$ cat config.mk
export PLATFORM = sky130hd
export DESIGN_NAME = tx_packet_framer
export DESIGN_NICKNAME = d
export VERILOG_FILES = /design/src/rtl/tx_framer_pkg.sv /design/src/rtl/framer_setting_regs.sv /design/src/rtl/tx_packet_framer.sv
export SDC_FILE = /design/constraint.sdc
export NUM_CORES = 1
export LEC_CHECK = 0
export CAP_MARGIN = 20
export CORE_ASPECT_RATIO = 1.25
export CORE_MARGIN = 2
export CORE_UTILIZATION = 60
export DETAILED_ROUTE_END_ITERATION = 10
export DONT_BUFFER_PORTS = 1
export GPL_ROUTABILITY_DRIVEN = 0
export PLACE_DENSITY_LB_ADDON = 0.05
export SETUP_SLACK_MARGIN = 0.4
export SKIP_CTS_REPAIR_TIMING = 1
export SYNTH_ARGS = -nofsm -noshare
export SYNTH_HDL_FRONTEND = slang
export SYNTH_HIERARCHICAL = 1
export SYNTH_SLANG_ARGS = --single-unit
$ cat constraint.sdc
create_clock -name clk -period 2.85 [get_ports clk]
set_input_delay 0.7125 -clock clk [delete_from_list [all_inputs] [get_ports clk]]
set_output_delay 0.7125 -clock clk [all_outputs]
set_load 0.01 [all_outputs]
$ cat src/rtl/tx_framer_pkg.sv
// tx_framer_pkg: shared states, magic words, register offsets and flag bits for the TX packet framer
package tx_framer_pkg;
  typedef enum logic [2:0] {
    S_IDLE    = 3'd0,
    S_HDR0    = 3'd1,
    S_HDR1    = 3'd2,
    S_PAYLOAD = 3'd3
`ifdef TX_FRAMER_PAD_EN
    ,S_PAD    = 3'd4
`endif
  } state_t;
  localparam logic [15:0] HDR_MAGIC  = 16'hdead;
  localparam logic [15:0] CTRL_MAGIC = 16'hcafe;
  localparam logic [7:0] SR_LEN   = 8'd0;
  localparam logic [7:0] SR_FLAGS = 8'd1;
  localparam logic [7:0] SR_CTRL  = 8'd2;
  localparam int FLAG_SOP = 0;
  localparam int FLAG_EOP = 1;
endpackage

$ cat src/rtl/framer_setting_regs.sv
// framer_setting_regs: settings-bus decode for packet length, header flags and enable
module framer_setting_regs
  import tx_framer_pkg::*;
#(
  parameter logic [7:0] SR_BASE = 8'd160
) (
  input  logic        clk,
  input  logic        rst,
  input  logic        set_stb,
  input  logic [7:0]  set_addr,
  input  logic [31:0] set_data,
  output logic [15:0] len_reg,
  output logic [2:0]  flag_reg,
  output logic        enable
);
  logic unused_bits;
  assign unused_bits = ^set_data[31:16];
  always_ff @(posedge clk) begin
    if (rst) begin
      len_reg  <= '0;
      flag_reg <= '0;
      enable   <= 1'b0;
    end else if (set_stb) begin
      if (set_addr == SR_BASE + SR_LEN) len_reg <= set_data[15:0];
      if (set_addr == SR_BASE + SR_FLAGS) flag_reg <= set_data[2:0];
      if (set_addr == SR_BASE + SR_CTRL) enable <= set_data[0];
    end
  end
endmodule

$ cat src/rtl/tx_packet_framer.sv
// tx_packet_framer: wraps a 32-bit sample stream into 0xdead/0xcafe-headed packets of programmed length.
// Define TX_FRAMER_PAD_EN to zero-pad a packet once the source stalls PAD_TIMEOUT cycles mid-payload.
module tx_packet_framer
  import tx_framer_pkg::*;
#(
  parameter logic [7:0] SR_BASE     = 8'd160,
  parameter int         PAD_TIMEOUT = 64
) (
  input  logic        clk,
  input  logic        rst,
  input  logic        set_stb,
  input  logic [7:0]  set_addr,
  input  logic [31:0] set_data,
  input  logic [31:0] in_dat_i,
  input  logic        in_ready_i,
  output logic        in_ready_o,
  output logic [31:0] out_dat_o,
  output logic [3:0]  out_flags_o,
  output logic        out_ready_o,
  input  logic        out_ready_i,
  output logic [15:0] pkt_count,
  output logic        busy,
  output logic [31:0] debug
);
  logic [15:0] len_reg, len_cur, remaining;
  logic [2:0]  flag_reg, flag_cur;
  logic        enable, last, out_xfer, pad_active, data_st;
  state_t      state, nxt;

  framer_setting_regs #(.SR_BASE(SR_BASE)) regs (
    .clk(clk), .rst(rst), .set_stb(set_stb), .set_addr(set_addr), .set_data(set_data),
    .len_reg(len_reg), .flag_reg(flag_reg), .enable(enable)
  );

  assign last     = remaining == 16'd1;
  assign out_xfer = out_ready_o & out_ready_i;
  assign data_st  = (state == S_PAYLOAD) || pad_active;
  assign busy     = state != S_IDLE;
  assign debug    = {24'b0, pad_active, in_ready_i, out_ready_i, out_ready_o, 1'b0, state};

`ifdef TX_FRAMER_PAD_EN
  logic [15:0] stall;
  logic        stalled;
  assign pad_active = state == S_PAD;
  assign stalled    = stall >= 16'(PAD_TIMEOUT);
  // Counts source-idle cycles; any accepted sample restarts the timeout.
  always_ff @(posedge clk) begin
    if (rst || state != S_PAYLOAD || (in_ready_i && out_ready_i)) stall <= '0;
    else if (!in_ready_i) stall <= stall + 16'd1;
  end
`else
  logic unused_pad;
  assign pad_active = 1'b0;
  assign unused_pad = PAD_TIMEOUT[0];
`endif

  always_comb begin
    nxt         = state;
    out_dat_o   = '0;
    out_flags_o = '0;
    out_ready_o = 1'b0;
    in_ready_o  = 1'b0;
    case (state)
      S_IDLE: nxt = (enable && len_reg != '0 && in_ready_i) ? S_HDR0 : S_IDLE;
      S_HDR0: begin
        out_dat_o             = {HDR_MAGIC, 13'b0, flag_cur};
        out_flags_o[FLAG_SOP] = 1'b1;
        out_ready_o           = 1'b1;
        nxt                   = out_ready_i ? S_HDR1 : S_HDR0;
      end
      S_HDR1: begin
        out_dat_o   = {CTRL_MAGIC, len_cur};
        out_ready_o = 1'b1;
        nxt         = out_ready_i ? S_PAYLOAD : S_HDR1;
      end
      S_PAYLOAD: begin
        out_dat_o             = in_dat_i;
        out_ready_o           = in_ready_i;
        in_ready_o            = out_ready_i;
        out_flags_o[FLAG_EOP] = last;
        nxt                   = (in_ready_i && out_ready_i && last) ? S_IDLE : S_PAYLOAD;
`ifdef TX_FRAMER_PAD_EN
        if (!(in_ready_i && out_ready_i) && stalled) nxt = S_PAD;
`endif
      end
`ifdef TX_FRAMER_PAD_EN
      S_PAD: begin
        out_ready_o           = 1'b1;
        out_flags_o[FLAG_EOP] = last;
        nxt                   = (out_ready_i && last) ? S_IDLE : S_PAD;
      end
`endif
      default: nxt = S_IDLE;
    endcase
  end

  always_ff @(posedge clk) begin
    if (rst) begin
      state     <= S_IDLE;
      len_cur   <= '0;
      flag_cur  <= '0;
      remaining <= '0;
      pkt_count <= '0;
    end else begin
      state <= nxt;
      if (state == S_IDLE && nxt == S_HDR0) begin
        len_cur  <= len_reg;
        flag_cur <= flag_reg;
      end
      if (state == S_HDR1 && out_ready_i) remaining <= len_cur;
      else if (data_st && out_xfer) remaining <= remaining - 16'd1;
      if (data_st && out_xfer && last) pkt_count <= pkt_count + 16'd1;
    end
  end
endmodule

==> impl_metrics.json <==
{
  "globalRoute.totalOverflow": 0,
  "ant_nets": 0,
  "clockBufferDepth": 2,
  "fp.dieArea_um2": 7900,
  "reg2regPathDepth": 7,
  "io_pins": 164,
  "synth_area_leaders": "dfxtp_1, mux2i_1, buf_4, nand2b_1, nand2_1",
  "pwr_density_cell_nw_per_um2": 428,
  "critPathKind": "flip-flop to output pin",
  "wl_per_cell_um": 17.2,
  "clock_skew_ns": 0.0124,
  "ir_drop_v": 0.000372,
  "io_buffers": 0,
  "grt_max_degree": 74,
  "min_delay_path_depth": 1,
  "hold_violations": 0,
  "min_period_ns": 2.43,
  "critPathLaunchType": "flip-flop",
  "vias_per_cell": 6.04,
  "hold_path_class": "input pin to flip-flop",
  "clock_latency_ns": 0.35,
  "synth-xor-area-share": 0.0142,
  "synthCells": 528,
  "synth_flop_cell": "dfxtp_1",
  "synth_top_family_by_area": "simple AND/OR/NAND/NOR gates",
  "worst_pin_slew_ns": 0.710,
  "syn2layout_area_growth_pct": 7.96,
  "clk_pin_slew_worst_paths_ns": 0.09,
  "grtUsageTotal": 0.255,
  "drive_above_1_share": 0.134,
  "synth-seq-cells": 73,
  "rsz0062_at_grt": "true",
  "worstPathArrival_ns": 1.72,
  "core_area_um2": 6980,
  "antennaDiodeCount": 0,
  "fp.dieH_um": 98.9,
  "dp_hpwl_um": 7410,
  "root_buffer": "clkbuf_8",
  "drt_iter0_drc": 225,
  "synth_area_um2": 4320,
  "synth_compound_area_frac": 0.146,
  "fin_nets": 608,
  "yosysTopAreaCell": "dfxtp_1",
  "setup_viol": 0,
  "yosys.area_share.simple": 0.266,
  "ys_warn_count": 6,
  "syn_area_per_cell_um2": 8.18,
  "synth_top_area_share": 0.338,
  "yosysSeqAreaShare": 0.338,
  "cts_tree": "yes",
  "die_width_um": 79.9,
  "grt_pass1_vias": 3368,
  "antenna_found_initial": 0,
  "maxCapViolCount": 0,
  "synth-adder-area-share": 0.0232,
  "num_rows": 34,
  "synthMostInstantiatedCell": "dfxtp_1",
  "max_freq_mhz": 412,
  "synthArstFlopShare": 0,
  "clock-sinks": 73,
  "htreeDepth": 3,
  "muxShareOfSynthArea": 0.106,
  "status": "complete, no violations",
  "wl_um": 10600,
  "drc": 0,
  "end_kind": "output pin",
  "fin_setup_tns_ns": 0,
  "worst-path-max-fanout": 13,
  "synthTopCellsByCount": "dfxtp_1, nand2_1, nor2_1",
  "synth_cell_types": 54,
  "final_cells": 618,
  "relSlewSlack": 0.526,
  "synth-edff-count": 0,
  "cts_buffers": 9,
  "first_pass_iters": 4,
  "required_ns": 2.14,
  "finalCritPeriodShare": 0.852,
  "placedCellCount": 594,
  "start_util": 0.619,
  "vias": 3733,
  "grt_pass1_wl_um": 16200,
  "drv_slew": 0,
  "p_leak_nw": 1.74,
  "finalPower_mw": 2.00
}
[final timing paths]
| kind | slack, ns | startpoint | end |
|---|---|---|---|
| max | 0.42 | state[0]$_SDFF_PP0_ | out_dat_o[16] |
| min | 0.45 | rst | remaining[1]$_SDFFE_PP0P_ |
| max reg2reg | 0.43 | state[1]$_SDFF_PP0_ | pkt_count[5]$_SDFFE_PP0P_ |
| min reg2reg | 0.46 | flag_cur[0]$_SDFFE_PP0P_ | flag_cur[0]$_SDFFE_PP0P_ |
[worst max-delay path, cell delays in order, from the launching register on]
cell	delay [ns]
dfxtp_1	0.33
buf_4	0.16
ha_4	0.16
buf_6	0.15
inv_1	0.12
nor2_4	0.22
a21o_1	0.22
[report_power, final]
group / total, mW / internal [mW] / switching [mW]
registers: 1.02 / 1.02 / 0.000271
logic: 0.0520 / 0.0163 / 0.0358
clock network: 0.928 / 0.500 / 0.428
total: 2.00 / 1.53 / 0.464
[per-stage QoR]
stage          cell area [um^2]   util  hold slack, ns  setup WS, ns
6_report                   4670  0.669           0.449         0.422
5_1_grt                    4670  0.669           0.429         0.311
4_1_cts                    4450  0.638           0.418       -0.0618
3_5_place_dp               4220  0.605           0.456         0.255
3_3_place_gp               4220  0.605           0.444         0.299
2_1_floorplan              4430      -           0.434         0.480
[cell families (layout without fill, tap and decap cells)]
group,count (synthesis),after routing
other,1,29
adder cells (fa/ha/maj),8,8
flip-flops,73,73
XOR/XNOR,7,7
buffers and inverters,79,51
AO/OA/AOI/OAI,94,94
multiplexers,45,45
AND/OR/NAND/NOR,221,221
[per-layer routing]
metal,share of wire,track usage,vias up
li1,-,-,1798
met1,0.41,0.334,1772
met2,0.50,0.417,140
met3,0.062,0.0485,23
met4,0.030,0.0887,0
met5,0,0,-
[cell usage in the layout, fill, tap and decap left out, types with 3 or more instances in the layout]
cell type and n:
nor3_1 12, nor4_1 8, o21ai_0 12, o41ai_1 3
a221oi_1 3, ha_1 3, and2_1 4, o22ai_1 3
nor2b_1 4, a22oi_1 16, xnor2_1 7, conb_1 29
or2_2 3, ha_2 3, inv_1 17, and3_1 4
dfxtp_1 70, mux2_2 5, nand3_1 6, or4_1 6
or3_1 4, nor2_1 48, a32oi_1 3, a21oi_1 21
o211ai_1 5, a31oi_1 4, mux2i_1 40, a222oi_1 3
buf_4 15, clkbuf_8 9, nand4_1 8, nand2_1 54
nand2b_1 37, a21o_1 12
[final cells by class]
class                   instances  area [um^2]
clock buffers                   9          124
flip-flops and latches         73         1470
multi-input cells             404         2640
well taps                      90          113
inverters                      17         63.8
clock inverters                 7          101
repair buffers                 18          155
fillers                       613         2310
(Power assumes the default switching activity.)
